$ cat config.mk
export PLATFORM = sky130hd
export DESIGN_NAME = square_root_module_flat
export DESIGN_NICKNAME = d
export VERILOG_FILES = /design/src/rtl/square_root_module.sv /design/src/rtl/square_root_module_if.sv /design/src/flat_wrapper.sv
export SDC_FILE = /design/constraint.sdc
export NUM_CORES = 1
export LEC_CHECK = 0
export BUFFER_PORTS_ARGS = -buffer_cell sky130_fd_sc_hd__buf_4
export CAP_MARGIN = 0
export CORE_UTILIZATION = 62
export DETAILED_ROUTE_END_ITERATION = 10
export PLACE_DENSITY = 0.83
export SYNTH_ARGS = -nofsm -noshare
export SYNTH_HDL_FRONTEND = slang
export SYNTH_SLANG_ARGS = --single-unit
$ cat constraint.sdc
create_clock -name clk -period 4.65 [get_ports clk]
set_input_delay 0 -clock clk [delete_from_list [all_inputs] [get_ports clk]]
set_output_delay 0 -clock clk [all_outputs]
set_load 0.1 [all_outputs]
$ cat src/rtl/square_root_module.sv
// rtl/square_root_module.sv - restoring significand square root, one root bit per cycle
// Optional SQRT_ROUND_EN: one extra iteration and round-half-up with saturation.
package lampFPU_pkg;
  localparam int LAMP_FLOAT_F_DW = 7;
endpackage

module square_root_module
  import lampFPU_pkg::*;
(
  input  logic                clk,
  input  logic                rst,
  square_root_module_if.slave sqrt_if
);
  localparam int W = 1 + LAMP_FLOAT_F_DW;
`ifdef SQRT_ROUND_EN
  localparam int N = W + 1;
`else
  localparam int N = W;
`endif
  localparam int RW = N + 2;
  localparam int CW = $clog2(N + 1);

  typedef enum logic [1:0] {S_IDLE, S_ITER, S_SPEC} state_t;

  state_t           r_state;
  logic [2*N-1:0]   r_rad;
  logic [RW-1:0]    r_rem;
  logic [N-1:0]     r_root;
  logic [CW-1:0]    r_cnt;
  logic [W-1:0]     r_res;
  logic             r_valid;

  logic [2*N-1:0]   w_rad_init;
  logic [RW+1:0]    w_rem_sh;
  logic [RW+1:0]    w_diff;
  logic             w_bit;
  logic [N-1:0]     w_root_next;
  logic [W-1:0]     w_res_final;

  // Odd exponents pre-double the operand, i.e. one extra bit of left shift.
  assign w_rad_init = sqrt_if.is_exp_odd_i ? {sqrt_if.s_i, {(2*N-W){1'b0}}}
                                           : {1'b0, sqrt_if.s_i, {(2*N-W-1){1'b0}}};

  assign w_rem_sh    = {r_rem, r_rad[2*N-1 -: 2]};
  assign w_bit       = (w_rem_sh >= {2'b00, r_root, 2'b01});
  assign w_diff      = w_rem_sh - {2'b00, r_root, 2'b01};
  assign w_root_next = {r_root[N-2:0], w_bit};

`ifdef SQRT_ROUND_EN
  logic [W:0] w_rnd;
  assign w_rnd       = {1'b0, w_root_next[N-1:1]} + {{W{1'b0}}, w_root_next[0]};
  assign w_res_final = w_rnd[W] ? {W{1'b1}} : w_rnd[W-1:0];
`else
  assign w_res_final = w_root_next;
`endif

  always_ff @(posedge clk) begin
    if (rst) begin
      r_state <= S_IDLE;
      r_rad   <= '0;
      r_rem   <= '0;
      r_root  <= '0;
      r_cnt   <= '0;
      r_res   <= '0;
      r_valid <= 1'b0;
    end else begin
      r_valid <= 1'b0;
      case (r_state)
        S_IDLE: begin
          if (sqrt_if.doSqrt_i) begin
            if (sqrt_if.special_case_i) begin
              r_state <= S_SPEC;
            end else begin
              r_rad   <= w_rad_init;
              r_rem   <= '0;
              r_root  <= '0;
              r_cnt   <= '0;
              r_state <= S_ITER;
            end
          end
        end
        S_ITER: begin
          r_rad  <= r_rad << 2;
          r_rem  <= RW'(w_bit ? w_diff : w_rem_sh);
          r_root <= w_root_next;
          r_cnt  <= r_cnt + 1'b1;
          if (r_cnt == CW'(N - 1)) begin
            r_res   <= w_res_final;
            r_valid <= 1'b1;
            r_state <= S_IDLE;
          end
        end
        S_SPEC: begin
          r_res   <= '0;
          r_valid <= 1'b1;
          r_state <= S_IDLE;
        end
        default: r_state <= S_IDLE;
      endcase
    end
  end

  assign sqrt_if.res_o   = r_res;
  assign sqrt_if.valid_o = r_valid;
endmodule

$ cat src/rtl/square_root_module_if.sv
// rtl/square_root_module_if.sv - request/result bundle of the significand square-root unit
interface square_root_module_if #(
  parameter int W = 8
);
  logic         doSqrt_i;
  logic [W-1:0] s_i;
  logic         is_exp_odd_i;
  logic         special_case_i;
  logic [W-1:0] res_o;
  logic         valid_o;

  modport master (
    output doSqrt_i, s_i, is_exp_odd_i, special_case_i,
    input  res_o, valid_o
  );

  modport slave (
    input  doSqrt_i, s_i, is_exp_odd_i, special_case_i,
    output res_o, valid_o
  );
endinterface

$ cat src/flat_wrapper.sv
// flat-port wrapper written by rule: the top's interface ports become plain ports
module square_root_module_flat import lampFPU_pkg::*;
  (clk, rst, sqrt_if_doSqrt_i, sqrt_if_s_i, sqrt_if_is_exp_odd_i, sqrt_if_special_case_i, sqrt_if_res_o, sqrt_if_valid_o);
  square_root_module_if #(.W((8))) sqrt_if_i ();
  input  logic clk;
  input  logic rst;
  input wire logic [$bits(sqrt_if_i.doSqrt_i)-1:0] sqrt_if_doSqrt_i;
  input wire logic [$bits(sqrt_if_i.s_i)-1:0] sqrt_if_s_i;
  input wire logic [$bits(sqrt_if_i.is_exp_odd_i)-1:0] sqrt_if_is_exp_odd_i;
  input wire logic [$bits(sqrt_if_i.special_case_i)-1:0] sqrt_if_special_case_i;
  output wire logic [$bits(sqrt_if_i.res_o)-1:0] sqrt_if_res_o;
  output wire logic [$bits(sqrt_if_i.valid_o)-1:0] sqrt_if_valid_o;
  assign sqrt_if_i.doSqrt_i = sqrt_if_doSqrt_i;
  assign sqrt_if_i.s_i = sqrt_if_s_i;
  assign sqrt_if_i.is_exp_odd_i = sqrt_if_is_exp_odd_i;
  assign sqrt_if_i.special_case_i = sqrt_if_special_case_i;
  assign sqrt_if_res_o = sqrt_if_i.res_o;
  assign sqrt_if_valid_o = sqrt_if_i.valid_o;
  square_root_module u_core (.clk(clk), .rst(rst), .sqrt_if(sqrt_if_i));
endmodule
==> key figures <==
Outcome
  – Outcome: finished clean

CTS
  – Clk_lat worst skew: 0.30 ns
  – TritonCTS Buffers: 5
  – Clock transition at the registers of the reported paths: ~0.08 ns
  – CTS Buffer Depth: 2
  – # H-tree levels: 2
  – Clock sinks: 42
  – CTS tree: yes
  – Root Driver: clkbuf_8

Setup path
  – Crit path kind: reg -> reg
  – Setup slack, reg-to-reg: approximately 2.0 ns
  – Crit path max fanout: 31
  – Critical Path End Type: flop
  – Worst r2r path cells: 7
  – Critical path required time: 4.88 ns
  – WP data arrival: about 2.9 ns
  – Worst r2r src: u_core.r_state[1]
  – Setup crit start kind: flop
  – R2r endpoint: u_core.r_rem[6]

Detailed routing
  – DR iter-0 viols: roughly 100
  – Drt pass-1 iters: 4
  – Via count: approximately 2100
  – DRC Markers: 0
  – Routed Antenna Nets: 0
  – Total length of routed wires: just over 5000 µm
  – Vias per cell: between 6 and 7
  – WL/cell: roughly 14 µm

Die
  – Die height: 63.3 µm
  – Boundary pin count: 22
  – Std-Cell Rows: 21
  – Starting Density: 67.2%
  – Core area: 0.00347 mm²
  – Die ar.: 0.00401 mm²
  – Die width: about 63 µm

Synthesis
  – Yosys reg bits: 42
  – Number of flops mapped to enable cells by yosys: 0
  – Ys flop type: dfxtp_1
  – Mapped Avg Cell Area: just over 8 µm²
  – Count of cell types in the netlist: 46
  – Syn nets: between 300 and 400
  – Register area share after synthesis: roughly 36%
  – Mapped Area: between 0.002 and 0.0025 mm²
  – Post-synth ARST share: 0%
  – Syn Inst Count: about 280
  – Synthesis Warnings: 0

Placement
  – PortBufs: 21
  – Dpl hpwl: between 3000 and 4000 µm
  – DP Area: 0.00248 mm²
  – Final RePlAce weighted congestion: roughly 0.84
  – Placed cell count: 339
  – Post-Place Setup Slack: 2.00 ns

Global route
  – Tot GR Track Use: approximately 27%
  – Initial antenna violation count: 0
  – Top Usage Layer GRT: met2
  – M2 GR Usage: 46.2%
  – GR Layer Usage met1: between 30% and 40%
  – Global-route wire length before repair: approximately 8600 µm
  – Largest net degree at the start of global routing: 37
  – Vias in the first global route: 1927
  – Total grt overflow: 0
  – Global Route met3 Usage: 5.43%

Power and ir drop
  – PwrDens: between 300 and 400 mW/mm²
  – Pleak: between 1 and 1.5 nW
  – Max VDD drop: 0.000234 V
  – Pwr Total: approximately 0.84 mW

Final layout
  – Antenna diode count: 0
  – Multi-input gate area: 0.00137 mm²
  – Sequential cell area: 841 µm²
  – Layout cells sized above 1: between 10 and 15%
  – Fin cells: approximately 350
  – Final Core Density: ~75%
  – Fill count: 288
  – NumNets Final: 329
  – Final Instance Area: 0.00261 mm²
  – P&R area growth vs syn: 12.1%

Timing
  – Setup-failing EPs final: 0
  – Pins Over Slew Limit: 0
  – Final hold violations: 0
  – Slew @ Worst Pin: between 1 and 1.5 ns
  – F_max: ~370 MHz
  – Final clock skew: ~0.0053 ns
  – Min cycle time layout: 2.69 ns
  – Worst rel slew slack: a little under a third
  – Setup_tns: 0 ns
  – Hold WS: approximately 0.097 ns
  – Final WS setup: 1.96 ns
  – RSZ-0062 raised after global routing: false
  – Fin crit share: 57.8%

Flow run
  – Max cap viols: 0

Min path
  – WHS Path Cells: 4
  – Worst min path class: in -> reg
  – Hold EP: u_core.r_rad[7]
  – HP Start: sqrt_if_is_exp_odd_i
==> synthesized netlist by cell type, types with 2 or more instances <==
library cell / instances / area [µm²]
dfxtp_1: 42 / 841
nor2_1: 33 / 124
nand2_1: 30 / 113
a21oi_1: 27 / 135
ha_1: 14 / 175
inv_1: 13 / 48.8
o211ai_1: 12 / 90.1
nor3_1: 10 / 50.1
nand3_1: 9 / 45.0
a22oi_1: 8 / 60.1
clkbuf_1: 8 / 30.0
mux2i_1: 8 / 80.1
o21ai_0: 8 / 40.0
nand4_1: 6 / 37.5
a31oi_1: 5 / 31.3
nand2b_1: 5 / 31.3
xor2_1: 4 / 35.0
a211oi_1: 3 / 22.5
nor3b_1: 3 / 22.5
a21o_1: 2 / 15.0
a32o_1: 2 / 20.0
a41oi_1: 2 / 17.5
and3_1: 2 / 12.5
buf_6: 2 / 22.5
nand3b_1: 2 / 15.0
o21a_1: 2 / 15.0
o22a_1: 2 / 17.5
o22ai_1: 2 / 12.5
==> cells in the final DEF (no fill, tap or decap), types with 6 or more instances in the layout <==
master and instances:
a21oi_1 27, o211ai_1 12, nor3_1 10, mux2i_1 8
nand2_1 30, inv_1 13, nand3_1 9, nand4_1 6
a22oi_1 8, dfxtp_1 42, buf_4 22, o21ai_0 8
ha_1 14, nor2_1 33
==> kinds of logic after synthesis <==
kind of cell | share of synthesized area (%)
AND/OR/NAND/NOR | 22.0
AO/OA/AOI/OAI | 23.9
flip-flops | 36.1
buffers and inverters | 5.21
adder cells (fa/ha/maj) | 7.52
multiplexers | 3.44
XOR/XNOR | 1.88
==> how the worst max path moves through the flow <==
stage / cells after the start / start / end
finish: 7 / u_core.r_state[1] / u_core.r_rem[6]
global route: 7 / u_core.r_state[1] / u_core.r_rem[7]
CTS: 7 / u_core.r_state[1] / u_core.r_rem[6]
detailed placement: 7 / u_core.r_state[1] / u_core.r_rem[7]
global placement: 7 / u_core.r_state[1] / u_core.r_rem[6]
floorplan: 8 / u_core.r_root[1] / u_core.r_rem[0]
==> per-layer routing <==
metal / part of all wire [%] / vias up
met3: 3.6 / 7
met2: 47 / 46
met4: 1.8 / 0
met1: 48 / 984
li1: - / 1062
met5: 0 / -
==> worst max-delay path, cell delays in order, from the launching register on <==
cell      delay (ns)
dfxtp_1         0.32
inv_1           0.09
ha_1            0.30
inv_2           0.25
o22a_1          0.63
nor3_4          0.58
o21ai_1         0.23
o211ai_1        0.21
==> repair_timing <==
action                                 in CTS  in global routing
hold buffers                                2                  0
setup endpoints to repair                   0                  0
setup buffers                               0                  0
endpoints found under the hold margin       2                  0
gates resized for setup                     0                  0
==> power breakdown <==
group | switching [mW] | internal, mW | leakage [nW]
combinational | 0.115 | 0.0654 | 0.631
sequential | 0.00743 | 0.370 | 0.340
clock | 0.128 | 0.158 | 0.0579
==> cell type report <==
class                   instances  share of cell area [%]
clock buffers                   5                    2.63
well taps                      46                    2.20
flip-flops and latches         42                    32.2
repair buffers                 24                    7.09
multi-input cells             215                    52.3
inverters                      14                    2.01
clock inverters                 3                    1.53
==> state kept, by name, indices dropped and copies added (netlist names) <==
signal	cells
u_core.sqrt_if.res_o	8
u_core.r_rem	10
u_core.r_state	2
u_core.r_rad	9
u_core.r_root	8
u_core.r_cnt	4
u_core.sqrt_if.valid_o	1
Power figures use the tool's default switching activity.
